==> src/rtl/calib_sequencer.sv <==
// Two-axis sweep-and-return calibration controller for the light tracker servo/ADC pair.
// Optional watchdog on handshakes and sample waits is enabled by defining CAL_TIMEOUT_EN.
module calib_sequencer #(
  parameter int DATA_W      = 12,
  parameter int CNT_W       = 9,
  parameter int SWEEP_STEPS = 256,
  parameter int SETTLE_CYC  = 4,
  parameter int TIMEOUT_CYC = 1024
) (
  input  logic              CLK,
  input  logic              RESET,
  input  logic              START,
  input  logic              ABORT,
  output logic              STEP_REQ,
  output logic              STEP_DIR,
  input  logic              STEP_ACK,
  input  logic              SAMPLE_VALID,
  input  logic [DATA_W-1:0] SAMPLE,
  output logic              AXIS,
  output logic              BUSY,
  output logic              DONE,
  output logic [DATA_W-1:0] MAX_VAL,
  output logic [CNT_W-1:0]  MAX_POS,
  output logic              ERR
);

  localparam int SET_W = $clog2(SETTLE_CYC + 1);
  localparam logic [CNT_W-1:0] LAST_STEP   = CNT_W'(SWEEP_STEPS);
  localparam logic [SET_W-1:0] SETTLE_LAST = SET_W'(SETTLE_CYC - 1);

  typedef enum logic [2:0] {
    S_IDLE, S_STEP, S_SETTLE, S_SAMPLE, S_RETURN, S_NEXT_AXIS, S_FINISH
  } state_t;

  state_t            state_q, state_d;
  logic [CNT_W-1:0]  step_cnt_q, step_cnt_d;
  logic [CNT_W-1:0]  since_max_q, since_max_d;
  logic              max_seen_q, max_seen_d;
  logic [DATA_W-1:0] max_val_q, max_val_d;
  logic [CNT_W-1:0]  max_pos_q, max_pos_d;
  logic              axis_q, axis_d;
  logic [SET_W-1:0]  settle_q, settle_d;
  logic              gap_q, gap_d;
  logic              ack;
  logic              abort_go;

  assign ack = STEP_ACK && STEP_REQ;
  // An outstanding request is never withdrawn: abort waits for the acknowledging edge.
  assign abort_go = ABORT && (state_q != S_IDLE) && (state_q != S_FINISH) &&
                    (!STEP_REQ || STEP_ACK);

`ifdef CAL_TIMEOUT_EN
  localparam int TMO_W = $clog2(TIMEOUT_CYC + 1);
  localparam logic [TMO_W-1:0] TMO_LAST = TMO_W'(TIMEOUT_CYC - 1);
  logic [TMO_W-1:0] wait_q, wait_d;
  logic             err_q, err_d;
  logic             waiting, wait_clr, timeout;

  assign waiting  = STEP_REQ || (state_q == S_SAMPLE);
  assign wait_clr = ack || ((state_q == S_SAMPLE) && SAMPLE_VALID);
  assign timeout  = waiting && !wait_clr && (wait_q == TMO_LAST);
  assign wait_d   = (waiting && !wait_clr) ? wait_q + 1'b1 : '0;
  assign ERR      = err_q;
`else
  // Watchdog not built: ERR is a constant low.
  assign ERR = 1'b0 & (TIMEOUT_CYC != 0);
`endif

  always_ff @(posedge CLK) begin
    if (!RESET) begin
      state_q     <= S_IDLE;
      step_cnt_q  <= '0;
      since_max_q <= '0;
      max_seen_q  <= 1'b0;
      max_val_q   <= '0;
      max_pos_q   <= '0;
      axis_q      <= 1'b0;
      settle_q    <= '0;
      gap_q       <= 1'b0;
`ifdef CAL_TIMEOUT_EN
      wait_q      <= '0;
      err_q       <= 1'b0;
`endif
    end else begin
      state_q     <= state_d;
      step_cnt_q  <= step_cnt_d;
      since_max_q <= since_max_d;
      max_seen_q  <= max_seen_d;
      max_val_q   <= max_val_d;
      max_pos_q   <= max_pos_d;
      axis_q      <= axis_d;
      settle_q    <= settle_d;
      gap_q       <= gap_d;
`ifdef CAL_TIMEOUT_EN
      wait_q      <= wait_d;
      err_q       <= err_d;
`endif
    end
  end

  always_comb begin
    state_d     = state_q;
    step_cnt_d  = step_cnt_q;
    since_max_d = since_max_q;
    max_seen_d  = max_seen_q;
    max_val_d   = max_val_q;
    max_pos_d   = max_pos_q;
    axis_d      = axis_q;
    settle_d    = settle_q;
    gap_d       = 1'b0;
`ifdef CAL_TIMEOUT_EN
    err_d       = err_q;
`endif
    if (abort_go) begin
      state_d = S_IDLE;
    end else begin
      case (state_q)
        S_IDLE: begin
          if (START) begin
            state_d     = S_STEP;
            step_cnt_d  = '0;
            since_max_d = '0;
            max_seen_d  = 1'b0;
            max_val_d   = '0;
            max_pos_d   = '0;
            axis_d      = 1'b0;
`ifdef CAL_TIMEOUT_EN
            err_d       = 1'b0;
`endif
          end
        end
        S_STEP: begin
          if (ack) begin
            step_cnt_d = step_cnt_q + 1'b1;
            settle_d   = '0;
            state_d    = S_SETTLE;
          end
        end
        S_SETTLE: begin
          if (settle_q == SETTLE_LAST) state_d = S_SAMPLE;
          else settle_d = settle_q + 1'b1;
        end
        S_SAMPLE: begin
          if (SAMPLE_VALID) begin
            // Strictly greater keeps the earliest position on ties.
            if (!max_seen_q || (SAMPLE > max_val_q)) begin
              max_val_d   = SAMPLE;
              max_pos_d   = step_cnt_q;
              since_max_d = '0;
              max_seen_d  = 1'b1;
            end else begin
              since_max_d = since_max_q + 1'b1;
            end
            state_d = (step_cnt_q == LAST_STEP) ? S_RETURN : S_STEP;
          end
        end
        S_RETURN: begin
          // gap_q forces one idle cycle on STEP_REQ between reverse steps.
          if (since_max_q == '0) begin
            state_d = S_NEXT_AXIS;
          end else if (ack) begin
            since_max_d = since_max_q - 1'b1;
            gap_d       = 1'b1;
          end
        end
        S_NEXT_AXIS: begin
          if (!axis_q) begin
            axis_d      = 1'b1;
            step_cnt_d  = '0;
            since_max_d = '0;
            max_seen_d  = 1'b0;
            max_val_d   = '0;
            max_pos_d   = '0;
            state_d     = S_STEP;
          end else begin
            state_d = S_FINISH;
          end
        end
        S_FINISH: state_d = S_IDLE;
        default:  state_d = S_IDLE;
      endcase
`ifdef CAL_TIMEOUT_EN
      if (timeout) begin
        state_d = S_IDLE;
        err_d   = 1'b1;
      end
`endif
    end
  end

  always_comb begin
    STEP_REQ = (state_q == S_STEP) ||
               ((state_q == S_RETURN) && (since_max_q != '0) && !gap_q);
    STEP_DIR = (state_q == S_RETURN);
    BUSY     = (state_q != S_IDLE) && (state_q != S_FINISH);
    DONE     = (state_q == S_FINISH);
    AXIS     = axis_q;
    MAX_VAL  = max_val_q;
    MAX_POS  = max_pos_q;
  end

endmodule

==> config.mk <==
export PLATFORM = sky130hd
export DESIGN_NAME = calib_sequencer
export DESIGN_NICKNAME = d
export VERILOG_FILES = /design/src/rtl/calib_sequencer.sv
export SDC_FILE = /design/constraint.sdc
export NUM_CORES = 1
export LEC_CHECK = 0
export ABC_AREA = 1
export CORE_MARGIN = 2
export CORE_UTILIZATION = 59
export CTS_CLUSTER_SIZE = 16
export DETAILED_ROUTE_END_ITERATION = 8
export PLACE_DENSITY = 0.84
export SLEW_MARGIN = 15
export SYNTH_ARGS = -nofsm -noshare
export SYNTH_HDL_FRONTEND = slang
export SYNTH_SLANG_ARGS = --single-unit
export TNS_END_PERCENT = 5
==> constraint.sdc <==
create_clock -name CLK -period 3.55 [get_ports CLK]
set_clock_uncertainty 0.05 [all_clocks]
set_input_delay 0.355 -clock CLK [delete_from_list [all_inputs] [get_ports CLK]]
set_output_delay 0.355 -clock CLK [all_outputs]
set_load 0.1 [all_outputs]
Word-level counts from Yosys, hierarchy flattened. Cells that the tools add are included.

Register bits: 48. Input bits: 18. Logic and storage cells: 101.

Add/sub/neg operators: 4. Order comparisons: 1. Equal/unequal tests: 19. Mux-type cells: 35. Bitwise operators: 3. Reduce and logical (&&, ||, !) cells: 30.

Operators with widths (number): 9-bit two-way mux (9); 9-bit one-hot mux with 3 select lines (2); 12-bit two-way mux (4); 12-bit one-hot mux with 3 select lines (1); 9-bit one-hot mux with 4 select lines (1); 3-bit two-way mux (9); 9-bit by 1-bit adder with 9-bit output, second input constant (2); 3-bit one-hot mux with 6 select lines (1); 2-bit inequality test, second input constant (8); 12-bit > comparator (1); 5-bit AND reduction (2); 3-bit by 2-bit == test with 1-bit output, second input constant (3); 3-bit == test, second input constant (3); 9-bit == test, second input constant (1); 9-bit zero test (1); 3-bit nonzero test (3); 9-bit nonzero test (1); 9-bit by 1-bit subtractor with 9-bit output, second input constant (1); 1-bit logical AND (7); 7-bit AND reduction (1); 3-bit one-hot mux with 2 select lines (1); 6-bit AND reduction (1); 1-bit two-way mux (5); 2-bit by 1-bit inequality test with 1-bit output, second input constant (2); 15 further kinds (22).

Logic depth before layout (Yosys ltp).
Word-level depth: 9. Depth in mapped cells: 16. Depth with buffers taken out: 16.

Least setup slack after synthesis. OpenSTA, ideal clock, no wires.

Kind: register -> register. From: register state_q[2]. To: register max_pos_q[0], in the netlist MAX_POS[0]. Library setup time: 114 ps. Data arrival time: 2689 ps. Data required time: 3386 ps. Setup slack: 697 ps. Stages on the path, launching flop included: 10. Buffers on the path: 2. Clock period less this slack: 2853 ps. Path through: dfxtp_1 > buf_4 > nand2_1 > nor2_1 > nor2_1 > nand2_4 > nand3_4 > buf_4 > a21oi_1 > nor2_1.

Word-level cells in the longest chain between the ends: 9. Elaborated cells between the ends (all ways): 23.

Ends and longest elaborated chain: start: declaration (line 35) `state_t state_q, state_d;`; start signal: assignment (line 85) `state_q <= state_d;`; 3-bit == test (line 193) `((state_q == S_RETURN) && (since_max_q != '0) && !gap_q);`; 1-bit logical AND (2 in series) (line 193); 1-bit logical OR (line 192) `STEP_REQ = (state_q == S_STEP) ||`; 1-bit zero test (line 50) `(!STEP_REQ || STEP_ACK);`; 1-bit logical OR (line 50); 1-bit logical AND (line 49) `assign abort_go = ABORT && (state_q != S_IDLE) && (state_q != S_FINISH) &&`; 1-bit NOT (no line); 6-bit AND reduction (no line); end signal: assignment (line 90) `max_pos_q <= max_pos_d;`; end: declaration (line 40) `logic [CNT_W-1:0] max_pos_q, max_pos_d;`.

Several ways; a longest one is shown, not always the timed one. A chain may end at the register's enable or synchronous reset.

Worst setup path in the final report.
From: register state_q[2]. To: output port DONE.

Word-level cells in the longest chain between the ends: 1.

Ends and longest elaborated chain: 3-bit == test (line 196) `DONE = (state_q == S_FINISH);`; end: declaration (line 21) `output logic DONE,`.

Every way passes these cells.

==> impl_metrics.ini <==
[logic_synthesis]
ys_types = 36
synth_xor_xnor_area_share_pct = 3.38
synth-seq-cells = 48
synth-simple-area-share_pct = 34.2
synth_mux_area_share_pct = 0
syn_inst = 484
synth-compound-area-share_pct = 11.5
synth-edff-count = 0
yosys_warnings = 0
syn_avg_cell_area_um2 = 6.42
ys_seq_area_share_pct = 30.9
synth_top_family_by_area = simple AND/OR/NAND/NOR gates
synthArstFlopShare_pct = 0
synth.cell_area_um2 = 3110
synthFlopType = dfxtp_1
syn-num-nets = 521
synth_fa_ha_area_share_pct = 7.65

[worst_setup_path]
cp_cell_sequence = nand2_1 > nor2_1 > clkdlybuf4s50_1
crit_type = reg2out
r2r-start = state_q[2]
critPathTopFamily = buffers and inverters
cp.required_ns = 3.14
rr_worst_depth = 11
cp-start-kind = flip-flop
cp_slowest_stage_delay_ns = 1.17
crit_arrival_ns = 2.30
rrSetupSlack_ns = 1.16
cp_slowest_cell = clkdlybuf4s50_1
r2r_end = step_cnt_q[6]
crit_buf_inv = 1
crit_path_end_kind = output port
critPathMaxFanout = 8

[cts]
clk-insertion-delay-late_ns = 0.31
post_cts_buffers = 0
cts_resized = 0
cts_hold_buffers = 0
cts.sinks = 48
clk_pin_slew_worst_paths_ns = 0.10
cts_max_path_buffers = 2
cts_buffers = 5
htree_levels = 2
clockRootBuffer = clkbuf_8
cts_tree = built

[die]
die_area_um2 = 5860
core_um2 = 5110
fp.dieW_um = 76.6
start_util_pct = 60.9
io_pins = 45
rows = 26
die_y_um = 76.6

[min_path]
hp-class = reg2reg
hold_depth = 2
holdPathEnd = settle_q[2]
hold_start = settle_q[2]

[global_route]
grt_max_degree = 37
grt_usage_pct = 25.3
antenna_found_initial = 0
grt_pass1_wl_um = 12400
overflow = 0
grt_pass1_vias = 2931

[cells_and_area]
fillers = 441
final_cell_mix = nand2_1, nor2_1, inv_1, dfxtp_1, a21oi_1
final_nets = 555
final_cells = 589
n_antenna_cell = 0
register_area_um2 = 961
layout-drive-gt1-share_pct = 6.94
multi_input_area_um2 = 1770
mostFrequentLayoutCell = nand2_1
syn_to_final_growth_pct = 17.1

[placed_design]
place.gp.congestion = 0.904
dp_hpwl_um = 5200
placedCellCount = 581
port-buffer-count = 43

[sta]
period_share_pct = 76.2
drv_slew = 0
setup-violations-final = 0
grt_setup_unrepaired = no
slew_headroom_pct = 33.4
finalHoldViolCount = 0
tightestPinTransition_ns = 0.996
tns_ns = 0
max_freq_mhz = 370
period_needed_ns = 2.70

[pwr]
p_leak_nw = 1.61
fin_total_pwr_mw = 2.85
pwr-share-seq_pct = 25.7
cellPowerDensity_nw_per_um2 = 785
internal-power_mw = 1.32
combPwrFrac_pct = 59.9
p_clk_share_pct = 14.4
switching_share_pct = 53.9
netSwitchingPower_mw = 1.54
peakVddDrop_mv = 0.497

[routing]
wl_per_cell_um = 12.1
drtPass1Iterations = 4
viasPerCell = 5.13
drt-total-wl_um = 7130
ant_nets = 0
drc_errors = 0
drtIter0Drc = 216
num_vias = 3021

[flow_run]
cap_viol_max_count = 0

[status]
status = finished, final reports clean
-- power by group through the flow --
| stage | Combinational, mW | Sequential (mW) | Clock [mW] |
|---|---|---|---|
| finish | 1.71 | 0.734 | 0.411 |
| global placement | 1.67 | 0.740 | 0 |
| detailed placement | 1.70 | 0.746 | 0 |
| CTS | 1.71 | 0.732 | 0.416 |
| floorplan | 0.987 | 1.18 | 0 |
| global route | 1.87 | 0.749 | 0.437 |
-- worst reg2reg max path, delay by kind of cell, from the launching register on --
kind / cells / cell delay, ns
buffers and inverters: 3 / 0.64
AO/OA/AOI/OAI: 1 / 0.15
flip-flops: 1 / 0.57
AND/OR/NAND/NOR: 7 / 0.91
-- flip-flops by register name, indices dropped and copies added, names as in the netlist --
name	cells
MAX_POS	9
state_q	3
AXIS	1
max_seen_q	1
settle_q	3
since_max_q	9
gap_q	1
step_cnt_q	9
MAX_VAL	12
-- stage by stage --
step	hold WS (ns)	util [%]	instance area (µm²)	worst slack (ns)
after floorplan	0.386	-	3110	0.697
after global placement	0.400	69.0	3520	0.904
after detailed placement	0.420	69.0	3520	0.798
after CTS	0.432	71.2	3640	0.852
after global routing	0.455	71.2	3640	0.762
final	0.433	71.2	3640	0.845
-- worst max path at each step --
stage                     from     endpoint  slack [ns]  cells after the start
floorplan           state_q[2]   MAX_POS[0]        0.70                      9
global placement    SAMPLE[11]  MAX_VAL[11]        0.90                     15
detailed placement  SAMPLE[11]   MAX_VAL[3]        0.80                     15
CTS                 state_q[2]         DONE        0.85                      3
global route        state_q[2]         DONE        0.76                      3
finish              state_q[2]         DONE        0.85                      3
-- logic make-up (layout without fill, tap and decap cells) --
group,Yosys count,in the layout
fa+ha+maj,19,19
flops,48,48
xor+xnor,12,12
other cells,1,1
compound gates,69,69
simple gates,246,246
buf+inv,89,124
-- area by class of cell --
cell class | instances | area share [%]
clock inverters | 3 | 1.27
repair buffers | 46 | 12.2
inverters | 70 | 7.22
flip-flops and latches | 48 | 26.4
clock buffers | 5 | 1.89
multi-input cells | 347 | 48.6
well taps | 70 | 2.41
-- cell usage after synthesis (all sizes together), types with 2 or more instances --
cell type	count	share of area, %
nand3	19	3.6
nand2	130	16
clkbuf	5	0.64
o21ai	17	2.7
xnor2	3	0.85
nor3	13	2.6
nor2	73	9.2
buf	14	3.1
inv	70	8.5
dfxtp	48	31
nand4	7	1.4
o211ai	2	0.48
o22ai	3	0.60
xor2	9	2.5
a21oi	45	7.2
ha	19	7.6
-- routing by layer --
metal | part of all wire, % | track usage [%] | routed length, µm
met1 | 44 | 30.1 | 3150
met4 | 1.8 | 9.64 | 131
met5 | 0 | 0 | 0
met2 | 50 | 45.1 | 3540
met3 | 4.5 | 4.74 | 318
No activity file was read; power rests on OpenSTA's default activity.
